$ cat config.mk
export PLATFORM = sky130hd
export DESIGN_NAME = dds_rom_reader_flat
export DESIGN_NICKNAME = d
export VERILOG_FILES = /design/src/rtl/dds_rom_reader_if.sv /design/src/rtl/dds_rom_reader.sv /design/src/flat_wrapper.sv
export SDC_FILE = /design/constraint.sdc
export NUM_CORES = 1
export LEC_CHECK = 0
export BUFFER_PORTS_ARGS = -buffer_cell sky130_fd_sc_hd__buf_2
export CAP_MARGIN = 20
export CORE_MARGIN = 3
export CORE_UTILIZATION = 56
export CTS_CLUSTER_DIAMETER = 30
export DETAILED_ROUTE_END_ITERATION = 10
export GPL_ROUTABILITY_DRIVEN = 1
export HOLD_SLACK_MARGIN = 0.02
export PLACE_DENSITY_LB_ADDON = 0.12
export SETUP_SLACK_MARGIN = 0.15
export SLEW_MARGIN = 20
export SYNTH_ARGS = -nofsm -noshare
export SYNTH_HDL_FRONTEND = slang
export SYNTH_SLANG_ARGS = --single-unit
$ cat constraint.sdc
create_clock -name clk -period 6.5 [get_ports clk]
set_input_delay 0.325 -clock clk [delete_from_list [all_inputs] [get_ports clk]]
set_output_delay 0.325 -clock clk [all_outputs]
set_load 0.02 [all_outputs]
$ cat src/rtl/dds_rom_reader_if.sv
// ROM read bus and output sample stream of dds_rom_reader, bundled as one interface.
interface dds_rom_reader_if #(
    parameter int A_WIDTH = 16,
    parameter int D_WIDTH = 16
);
    logic [A_WIDTH:0]   rom_adress;
    logic               rom_re;
    logic [D_WIDTH-1:0] rom_data;
    logic [D_WIDTH-1:0] sample_out;
    logic               sample_valid;
    logic               sample_ready;

    modport master (
        output rom_adress, rom_re, sample_out, sample_valid,
        input  rom_data, sample_ready
    );

    modport slave (
        input  rom_adress, rom_re, sample_out, sample_valid,
        output rom_data, sample_ready
    );
endinterface

$ cat src/rtl/dds_rom_reader.sv
// DDS sin/cos ROM read controller: phase accumulator, ROM read pipeline, valid/ready output.
// Optional feature macro DDS_TWOS_COMP_EN: convert sign-magnitude ROM words to two's complement.
module dds_rom_reader #(
    parameter int P_WIDTH = 32,
    parameter int A_WIDTH = 16,
    parameter int D_WIDTH = 16
) (
    input  logic               clk,
    input  logic               rst,
    input  logic               start,
    input  logic               stop,
    input  logic [P_WIDTH-1:0] freq_word,
    input  logic [P_WIDTH-1:0] phase_offset,
    output logic               busy,
    dds_rom_reader_if.master   bus
);
    localparam int AW1   = A_WIDTH + 1;
    localparam int SHIFT = P_WIDTH - A_WIDTH - 1;

    typedef enum logic [1:0] {IDLE, RUN, DRAIN} state_t;
    state_t state, state_nxt;

    logic [P_WIDTH-1:0]        fw_p0;
    logic [P_WIDTH-1:0]        phase_p0;
    logic [A_WIDTH:0]          addr_live_p0;
    logic [A_WIDTH:0]          addr_hold_p0;
    logic                      vld_p1;
    logic signed [D_WIDTH-1:0] sample_p2;
    logic                      vld_p2;
    logic                      can_load;
    logic                      issue;
    logic                      load;
    logic                      xfer;
    logic                      launch;

    function automatic logic signed [D_WIDTH-1:0] to_sample(input logic [D_WIDTH-1:0] word);
`ifdef DDS_TWOS_COMP_EN
        logic signed [D_WIDTH-1:0] mag;
        mag = $signed({1'b0, word[D_WIDTH-2:0]});
        // Negative zero collapses to 0 because -0 == 0.
        return word[D_WIDTH-1] ? -mag : mag;
`else
        return $signed(word);
`endif
    endfunction

    // Stage p0: phase accumulator and address formation
    assign addr_live_p0 = AW1'((phase_p0 + phase_offset) >> SHIFT);
    assign can_load     = !vld_p2 || bus.sample_ready;
    assign load         = vld_p1 && can_load;
    assign xfer         = vld_p2 && bus.sample_ready;
    assign launch       = (state == IDLE) && (state_nxt == RUN);

    always_comb begin
        state_nxt = state;
        issue     = 1'b0;
        case (state)
            IDLE: begin
                if (start && !stop)
                    state_nxt = RUN;
            end
            RUN: begin
                if (stop)
                    state_nxt = DRAIN;
                else
                    issue = !vld_p1 || can_load;
            end
            DRAIN: begin
                if (!vld_p1 && (!vld_p2 || bus.sample_ready))
                    state_nxt = IDLE;
            end
            default: state_nxt = IDLE;
        endcase
        if (rst)
            issue = 1'b0;
    end

    always_ff @(posedge clk) begin
        if (rst)
            state <= IDLE;
        else
            state <= state_nxt;
    end

    always_ff @(posedge clk) begin
        if (launch)
            fw_p0 <= freq_word;
    end

    // The ROM latches the sign bit every cycle, so the address must not move while stalled.
    always_ff @(posedge clk) begin
        if (rst) begin
            busy         <= 1'b0;
            phase_p0     <= '0;
            addr_hold_p0 <= '0;
        end else begin
            busy <= (state_nxt != IDLE);
            if (launch)
                phase_p0 <= '0;
            else if (issue)
                phase_p0 <= phase_p0 + fw_p0;
            if (issue)
                addr_hold_p0 <= addr_live_p0;
        end
    end

    // Stage p1: ROM word in flight inside the ROM's output register
    always_ff @(posedge clk) begin
        if (rst)
            vld_p1 <= 1'b0;
        else
            vld_p1 <= issue || (vld_p1 && !can_load);
    end

    // Stage p2: output register
    always_ff @(posedge clk) begin
        if (rst) begin
            vld_p2    <= 1'b0;
            sample_p2 <= '0;
        end else if (load) begin
            vld_p2    <= 1'b1;
            sample_p2 <= to_sample(bus.rom_data);
        end else if (xfer) begin
            vld_p2 <= 1'b0;
        end
    end

    assign bus.rom_re       = issue;
    assign bus.rom_adress   = issue ? addr_live_p0 : addr_hold_p0;
    assign bus.sample_out   = sample_p2;
    assign bus.sample_valid = vld_p2;
endmodule

$ cat src/flat_wrapper.sv
// flat-port wrapper written by rule: the top's interface ports become plain ports
module dds_rom_reader_flat 
#(
    parameter int P_WIDTH = 32,
    parameter int A_WIDTH = 16,
    parameter int D_WIDTH = 16
)
  (clk, rst, start, stop, freq_word, phase_offset, busy, bus_rom_adress, bus_rom_re, bus_sample_out, bus_sample_valid, bus_rom_data, bus_sample_ready);
  dds_rom_reader_if #(.A_WIDTH(A_WIDTH), .D_WIDTH(D_WIDTH)) bus_i ();
  input  logic clk;
  input  logic rst;
  input  logic start;
  input  logic stop;
  input  logic [P_WIDTH-1:0] freq_word;
  input  logic [P_WIDTH-1:0] phase_offset;
  output logic busy;
  output wire logic [$bits(bus_i.rom_adress)-1:0] bus_rom_adress;
  output wire logic [$bits(bus_i.rom_re)-1:0] bus_rom_re;
  output wire logic [$bits(bus_i.sample_out)-1:0] bus_sample_out;
  output wire logic [$bits(bus_i.sample_valid)-1:0] bus_sample_valid;
  input wire logic [$bits(bus_i.rom_data)-1:0] bus_rom_data;
  input wire logic [$bits(bus_i.sample_ready)-1:0] bus_sample_ready;
  assign bus_rom_adress = bus_i.rom_adress;
  assign bus_rom_re = bus_i.rom_re;
  assign bus_sample_out = bus_i.sample_out;
  assign bus_sample_valid = bus_i.sample_valid;
  assign bus_i.rom_data = bus_rom_data;
  assign bus_i.sample_ready = bus_sample_ready;
  dds_rom_reader #(.P_WIDTH(P_WIDTH), .A_WIDTH(A_WIDTH), .D_WIDTH(D_WIDTH)) u_core (.clk(clk), .rst(rst), .start(start), .stop(stop), .freq_word(freq_word), .phase_offset(phase_offset), .busy(busy), .bus(bus_i));
endmodule
==> flow_summary.yaml, run 1 <==
yosys:
  synth_cell_types: 63
  ys_seq_area_share_pct: 37.7
  synth_warnings: 0
  synth_edf_count: 32
  yosysMostFrequentCell: "nand2_1"
  synth_area_leaders: "dfxtp_1 (22%), edfxtp_1 (15%), ha_1 (12%)"
  yosys.area.top_type: "dfxtp_1"
  synth_nets: 873
  synth_common_cells: "nand2_1 (120), a21oi_1 (95), dfxtp_1 (70)"
  syn_avg_cell_area_um2: 8.63
  ys_ff_latch: 102
  async_flop_share_pct: 0
  synthCells: 726
  yosysTopAreaCellShare_pct: 22.4
  ys.flop_type: "dfxtp_1"
  synth_area_mm2: 0.00626
final_layout:
  areaGrowthSynthToFinish_pct: 14.5
  final_area_mm2: 0.00718
  nets: 981
  utilization_pct: 67.7
  num_antenna_cells: 0
  drive_above_1_share_pct: 18.7
global_route:
  grt_max_degree: 75
  globalRouteOverflowTotal: 0
  grt_usage_pct: 24.4
  grt_pass1_wl_mm: 25.2
  antenna_found_initial: 0
  grt_pass1_vias: 5404
timing:
  tightest_slew_ns: 0.964
  setup_viol: 0
  drv_slew: 0
  fmax_ghz: 0.251
  hold_violations: 0
  setup_slack_ns: 2.52
  timing.hold.ws_ns: 0.106
  relSlewSlack_pct: 35.6
  period_share_pct: 61.3
  fin_crit_ns: 3.98
  fin_skew_ns: 0.0112
  rsz0062_at_grt: "no"
  tns_ns: 0
pwr:
  leakagePower_uw: 0.00328
  p_per_area_mw_per_mm2: 176
  peakVddDrop_mv: 0.180
worst_setup_path:
  critPathMaxStageDelay_ns: 0.79
  crit_buf_inv: 4
  worst_setup_path_start_kind: "flop"
  crit_required_ns: 6.17
  crit_path_end_kind: "primary output"
  worstPathMaxFanout: 74
  slowest_stage: "clkinv_1"
  cp_top_family: "buffers and inverters"
  worstPathCellList: "nor2b_1 -> nand2_1 -> nand3_2 -> buf_4 -> clkinv_1 -> buf_4 -> nand4_1 -> o31ai_1 -> a21oi_1 -> nand2_1 -> buf_2"
  cp.arrival_ns: 3.66
  critPathKind: "flop to primary output"
floorplanning:
  initial_core_util_pct: 59.1
  die_y_um: 112
  io_pins: 121
  coreArea_mm2: 0.0106
  die-area_mm2: 0.0125
  num_rows: 37
  die_w_um: 112
routing:
  dr.pass1.iters: 5
  wl_mm: 15.3
  wl_met1_mm: 7.15
  vias: 5716
  drtIter0Drc: 421
  dr.max_layer_used: "met4"
  wl_per_cell_um: 15.7
  wl_met3_mm: 1.10
  met2_length_mm: 6.72
  drc: 0
  drtAntennaViolNets: 0
  via_per_inst: 5.86
outcome:
  outcome: "finished, final reports clean"
place:
  placed_area_mm2: 0.00697
  dp_slack_ns: 2.59
  portBuffers: 120
  place.gp.congestion: 1.01
  hpwl_mm: 11.6
clocking:
  clockRootBuffer: "clkbuf_8"
  cts_resized: 0
  clockBufferDepth: 2
  ctsHoldBuffers: 0
  cts_setup_buffers: 0
  cts_made_buffers: 9
  path_clk_slew_ns: 0.09
  clk_latency_ns: 0.39
  cts_tree: "yes"
  cts.sinks: 102
  h-tree-depth: 3
run:
  drv_cap: 0
worst_hold_path:
  hold_class: "input port to flop"
[worst paths after layout]
path / start / end / slack [ns] / cells after the start
max: u_core.bus.sample_valid / bus_rom_adress[13] / 2.52 / 11
min: freq_word[8] / u_core.fw_p0[8] / 0.11 / 1
max reg2reg: u_core.fw_p0[0] / u_core.phase_p0[26] / 3.20 / 10
min reg2reg: u_core.bus.sample_out[1] / u_core.bus.sample_out[1] / 0.45 / 2
[cell type report]
type,count,area [µm²]
multi-input cells,572,3710
repair buffers,124,631
flip-flops and latches,102,2360
well taps,136,170
inverters,25,93.8
fillers,915,3430
clock inverters,2,12.5
clock buffers,14,195
[kinds of logic (layout without fill, tap and decap cells)]
| family | Yosys count | count (layout) | share of synthesized area [%] |
|---|---|---|---|
| simple gates | 243 | 243 | 18.2 |
| compound gates | 224 | 224 | 22.1 |
| flops | 102 | 102 | 37.7 |
| fa+ha+maj | 62 | 62 | 12.5 |
| buf+inv | 52 | 165 | 3.24 |
| xor+xnor | 34 | 34 | 4.75 |
| mux | 9 | 9 | 1.48 |
[per-layer routing]
layer / up-vias / track usage [%]
li1: 2855 / -
met1: 2598 / 33.1
met2: 232 / 38.6
met3: 31 / 5.38
met4: 0 / 8.84
met5: - / 0
[cells in the final DEF (no fill, tap or decap), types with 11 or more instances in the layout]
| cell type | count |
|---|---|
| nand3_1 | 20 |
| xnor2_1 | 23 |
| edfxtp_1 | 32 |
| ha_1 | 61 |
| nand4_1 | 11 |
| dfxtp_1 | 70 |
| a21o_1 | 21 |
| nand2_1 | 120 |
| buf_2 | 120 |
| a21oi_1 | 95 |
| a31oi_1 | 13 |
| inv_1 | 24 |
| xor2_1 | 11 |
| nor2_1 | 34 |
| o21ai_0 | 38 |
[per-stage QoR]
step	std cells	total power, µW
final	975	1260
after global routing	975	1320
after CTS	975	1270
after detailed placement	959	861
after global placement	959	856
after floorplan	726	802
[flip-flops by register name (all words and copies together) (netlist names)]
signal,flops
u_core.busy,1
u_core.bus.sample_valid,1
u_core.state,2
u_core.vld_p1,1
u_core.phase_p0,32
u_core.bus.sample_out,16
u_core.addr_hold_p0,17
u_core.fw_p0,32
[power by group]
group	total, µW	switching [µW]	internal (µW)
sequential	683	8.93	674
clock	412	216	196
combinational	165	98.2	67.3
Power figures use the tool's default switching activity.
==> inputs of run 2 (changes only) <==
ABC_AREA = 1   (was not set)
CORE_UTILIZATION = 59   (was 56)
clock period = 3.7 ns   (was 6.5 ns; I/O delays follow)
==> run 2 against run 1 <==
Clock-buffer cell count down 3; combinational power rose to 2.7 times the previous value; largest power group unchanged; hold slack worse by 0.031 ns; critical path type unchanged; highest routed layer unchanged.
==> flow_summary.yaml, run 2 <==
pwr:
  p_total_uw: 2590
  switchingPower_uw: 720
  swShare_pct: 27.8
  leakagePower_uw: 0.00546
  pwr-share-comb_pct: 17.1
  power.internal_uw: 1870
  p_per_area_mw_per_mm2: 271
  seq_power_share_pct: 46.9
  peakVddDrop_mv: 0.280
  clkPwrFrac_pct: 36.0
timing:
  drv_slew: 0
  fin_crit_ns: 2.70
  rsz0062_at_grt: "no"
  tightest_slew_ns: 1.06
  relSlewSlack_pct: 29.0
  period_share_pct: 72.9
  hold_violations: 0
  fmax_ghz: 0.371
  tns_ns: 0
  setup_viol: 0
  fin_skew_ns: 0.0108
final_layout:
  utilization_pct: 71.2
  reg_top3: "u_core.fw_p0 x32, u_core.phase_p0 x32, u_core.addr_hold_p0 x17"
  areaGrowthSynthToFinish_pct: 16.6
  final_common_cell: "nand2_1"
  drive_above_1_share_pct: 13.8
  nets: 1625
  num_antenna_cells: 0
  layout_common_cells: "nand2_1 (420), inv_1 (257), nor2_1 (172)"
worst_setup_path:
  crit_buf_inv: 2
  ff2ff_setup_slack_ns: 1.37
  critPathKind: "flop to primary output"
  critPathMaxStageDelay_ns: 0.64
  worstPathMaxFanout: 52
  crit_required_ns: 3.51
  slowest_stage: "nor2_4"
  cp_top_family: "buffers and inverters"
  worst_setup_path_start_kind: "flop"
  worstPathCellList: "nand3_1 -> nor2_4 -> buf_4 -> buf_2"
  crit_path_end_kind: "primary output"
  cp.arrival_ns: 2.51
place:
  portBuffers: 120
  hpwl_mm: 16.7
  place.gp.congestion: 0.894
clocking:
  ctsHoldBuffers: 32
  clockRootBuffer: "clkbuf_16"
  cts_made_buffers: 9
  path_clk_slew_ns: 0.07
  cts_setup_buffers: 0
  cts_resized: 0
  h-tree-depth: 3
  cts_tree: "yes"
  cts.sinks: 102
  clk_latency_ns: 0.36
  clockBufferDepth: 2
worst_hold_path:
  hold_class: "input port to flop"
routing:
  wl_mm: 20.9
  drtIter0Drc: 493
  wl_per_cell_um: 12.6
  drtAntennaViolNets: 0
  drc: 0
  via_per_inst: 4.97
  vias: 8240
  dr.pass1.iters: 5
outcome:
  outcome: "finished, final reports clean"
floorplanning:
  initial_core_util_pct: 61.1
  num_rows: 42
  die-area_mm2: 0.0153
  die_y_um: 124
  io_pins: 121
  die_w_um: 124
  coreArea_mm2: 0.0134
run:
  drv_cap: 0
global_route:
  grt_usage_pct: 28.2
  grt_max_degree: 53
  antenna_found_initial: 0
  grt_pass1_wl_mm: 34.0
  grt_pass1_vias: 7662
  globalRouteOverflowTotal: 0
yosys:
  synth_cell_types: 34
  yosys.area.top_type: "nand2_1"
  synth_area_mm2: 0.00818
  yosysMostFrequentCell: "nand2_1"
  synth_edf_count: 32
  async_flop_share_pct: 0
  synth_warnings: 0
  syn_avg_cell_area_um2: 6.15
  yosysTopAreaCellShare_pct: 19.3
  ys_ff_latch: 102
  synthCells: 1331
  synth_nets: 1478
  synth_area_leaders: "nand2_1 (19%), dfxtp_1 (17%), inv_1 (12%)"
  synth_common_cells: "nand2_1 (420), inv_1 (257), nor2_1 (173)"
  ys_seq_area_share_pct: 28.9
  ys.flop_type: "dfxtp_1"
[run 2: cells by family after synthesis]
kind of cell	after synthesis	share of synthesized area (%)
compound gates	114	7.45
buf+inv	287	13.7
xor+xnor	18	1.93
fa+ha+maj	62	9.57
simple gates	748	38.5
flops	102	28.9
[run 2: path summary, 6_finish.rpt]
check                           startpoint                  endpoint  depth (start not counted)
setup / recovery           u_core.state[0]                bus_rom_re                          4
hold / removal             bus_rom_data[7]  u_core.bus.sample_out[7]                          3
setup reg to reg           u_core.state[0]       u_core.phase_p0[15]                          7
hold reg to reg   u_core.bus.sample_out[6]  u_core.bus.sample_out[6]                          2
[run 2: worst register-to-register path, stage by stage (launching register included)]
cell	delay, ns
dfxtp_1	0.45
nand3_1	0.18
nor2_4	0.64
buf_4	0.59
nor2_1	0.12
nor2_1	0.11
o21ai_0	0.11
inv_1	0.07
[run 2: power groups by stage]
stage,clock network [µW],registers (µW),logic (µW)
floorplan,0,1240,284
global placement,0,1240,403
detailed placement,0,1240,410
CTS,940,1210,439
global route,985,1210,500
finish,932,1210,441
[run 2: cell type report]
type                    count  area [µm²]
clock buffers              11         254
well taps                 176         220
repair buffers            154         936
clock inverters             5        42.5
multi-input cells         942        4710
flip-flops and latches    102        2360
fillers                  1209        3860
inverters                 269        1010
[run 2: per-layer routing]
metal  up-vias  GRT usage, %  wire length (µm)  share of wire [%]
li1       4373             -                 -                  -
met1      3630          36.2              9480                 45
met2       193          48.6              9860                 47
met3        44          3.50               975                4.7
met4         0          10.5               629                3.0
met5         -             0                 0                  0
[run 2: metrics by stage]
stage	cells	setup slack (ns)	hold WS, ns	area (µm²)
2_1_floorplan	1331	1.07	0.254	8180
3_3_place_gp	1611	1.16	0.361	8920
3_5_place_dp	1611	1.15	0.363	8920
4_1_cts	1659	1.03	0.0724	9540
5_1_grt	1659	0.850	0.0767	9540
6_report	1659	1.00	0.0746	9540
==> inputs of run 3 (changes only) <==
CORE_UTILIZATION = 53   (was 59)
clock period = 2.2 ns   (was 3.7 ns; I/O delays follow)
==> run 3 against run 2 <==
Largest power group unchanged; sequential share of layout area decreased by 4.4 points; routed wire length increased by 33%; global-route usage increased by 0.76 points; non-clock buffer count increased by 89; final cell count increased by 5.8%; the flow now finishes with violations (negative setup slack); die area increased by 11%.
==> flow_summary.yaml, run 3 (synthesized netlist as in run 2, its figures left out) <==
floorplanning:
  num_rows: 44
  io_pins: 121
  initial_core_util_pct: 55.2
  coreArea_mm2: 0.0148
  die_w_um: 130
  die_y_um: 130
  die-area_mm2: 0.0170
worst_setup_path:
  crit_required_ns: 2.09
  worst_setup_path_start_kind: "flop"
  critPathKind: "flop to primary output"
  worstPathMaxFanout: 4
  crit_path_end_kind: "primary output"
  cp.arrival_ns: 2.22
clocking:
  clockBufferDepth: 2
  clockRootBuffer: "clkbuf_16"
  cts_tree: "yes"
  cts_made_buffers: 9
  cts.sinks: 102
  clk_latency_ns: 0.35
  h-tree-depth: 3
  path_clk_slew_ns: 0.07
final_layout:
  num-fill-cells: 961
  areaGrowthSynthToFinish_pct: 47.5
  layout_common_cells: "nand2_1 (314), inv_1 (231), nor2_1 (142)"
  final_common_cell: "nand2_1"
  utilization_pct: 81.5
  instances_no_fill: 1756
  reg_top3: "u_core.fw_p0 x32, u_core.phase_p0 x32, u_core.addr_hold_p0 x17"
  nets: 1714
  drive_above_1_share_pct: 38.0
  final_area_mm2: 0.0121
  num_antenna_cells: 0
timing:
  hold_violations: 0
  setup_viol: 16
  fin_crit_ns: 2.33
  fin_skew_ns: 0.00951
  relSlewSlack_pct: 66.5
  period_share_pct: 106
  fmax_ghz: 0.429
  rsz0062_at_grt: "yes"
  drv_slew: 0
  tightest_slew_ns: 0.501
  setup_slack_ns: -0.132
  timing.hold.ws_ns: 0.0321
global_route:
  grt_pass1_vias: 8418
  antenna_found_initial: 0
  grt_max_degree: 52
  grt_usage_pct: 29.0
  grt_pass1_wl_mm: 38.9
  globalRouteOverflowTotal: 0
routing:
  wl_mm: 27.8
  dr.pass1.iters: 8
  drc: 0
  via_per_inst: 5.34
  drtAntennaViolNets: 0
  wl_per_cell_um: 15.9
  vias: 9375
  drtIter0Drc: 807
place:
  hpwl_mm: 17.9
  dpl.cell_count: 1629
  place.gp.congestion: 1.01
  placed_area_mm2: 0.00903
  portBuffers: 120
outcome:
  violations: "negative setup slack"
  outcome: "finished, violations left"
pwr:
  peakVddDrop_mv: 0.457
  p_per_area_mw_per_mm2: 392
  p_total_uw: 4730
  leakagePower_uw: 0.00617
run:
  drv_cap: 0
worst_hold_path:
  hold_class: "input port to flop"
[run 3: changes by cell type in the layout (fill, tap and decap cells not counted), moves of 32 or more]
cell     delta
nand2_1   -106
nand2_4    +33
ha_1       -53
buf_4      +67
a21oi_1    -32
nand2_2    +73
ha_4       +45
[run 3: stage by stage]
stage	setup WS, ns	TNS [ns]
2_1_floorplan	0.354	0
3_3_place_gp	0.146	0
3_5_place_dp	0.133	0
4_1_cts	-0.0620	-0.233
5_1_grt	-0.253	-2.71
6_report	-0.132	-0.790
[run 3: routing by layer]
metal / routed length [µm] / share of wire [%] / GRT usage [%] / vias to the layer above
met4: 1110 / 4.0 / 12.1 / 0
met2: 13800 / 49 / 49.3 / 427
met3: 1900 / 6.8 / 4.42 / 97
li1: - / - / - / 4549
met5: 0 / 0 / 0 / -
met1: 11100 / 40 / 36.5 / 4302
[run 3: final cells by class]
| type | count | area (µm²) | area share [%] |
|---|---|---|---|
| multi-input combinational | 942 | 6280 | 52.1 |
| sequential | 102 | 2450 | 20.3 |
| timing repair buffer | 243 | 1800 | 14.9 |
| inverter | 269 | 1020 | 8.45 |
| clock buffer | 10 | 239 | 1.98 |
| tap | 184 | 230 | 1.91 |
| clock inverter | 6 | 45.0 | 0.373 |
[run 3: final timing paths]
check	end	cells past startpoint	from	slack [ns]
hold reg to reg	u_core.bus.sample_out[14]	2	u_core.bus.sample_out[14]	0.47
setup / recovery	bus_rom_adress[6]	13	u_core.phase_p0[16]	-0.13
hold / removal	u_core.bus.sample_out[3]	3	bus_rom_data[3]	0.03
setup reg to reg	u_core.addr_hold_p0[10]	17	u_core.phase_p0[16]	-0.02
[run 3: where the power goes]
part | switching [µW] | total (µW) | internal, µW | leakage (µW)
Sequential | 45.4 | 2030 | 1980 | 0.000888
Clock | 744 | 1550 | 807 | 0.000138
Combinational | 645 | 1150 | 503 | 0.00514
Total | 1430 | 4730 | 3290 | 0.00617
[run 3: worst max-delay path, stage by stage (launching register included)]
cell     delay [ns]
dfxtp_4        0.36
ha_4           0.33
nand2_1        0.08
nand2_1        0.10
inv_1          0.07
nand2_1        0.12
nand2_1        0.11
nand2_1        0.13
inv_1          0.09
nand4_1        0.11
nand3_2        0.12
nand2_2        0.09
inv_2          0.04
buf_6          0.12
[run 3: timing repair]
item | in CTS | in global routing
setup buffers | 44 | 22
pin swaps | 66 | 111
endpoints found under the setup margin | 23 | 43
cloned | 0 | 1
hold buffers | 44 | 0
resized for setup | 220 | 242
hold endpoints to repair | 44 | 0
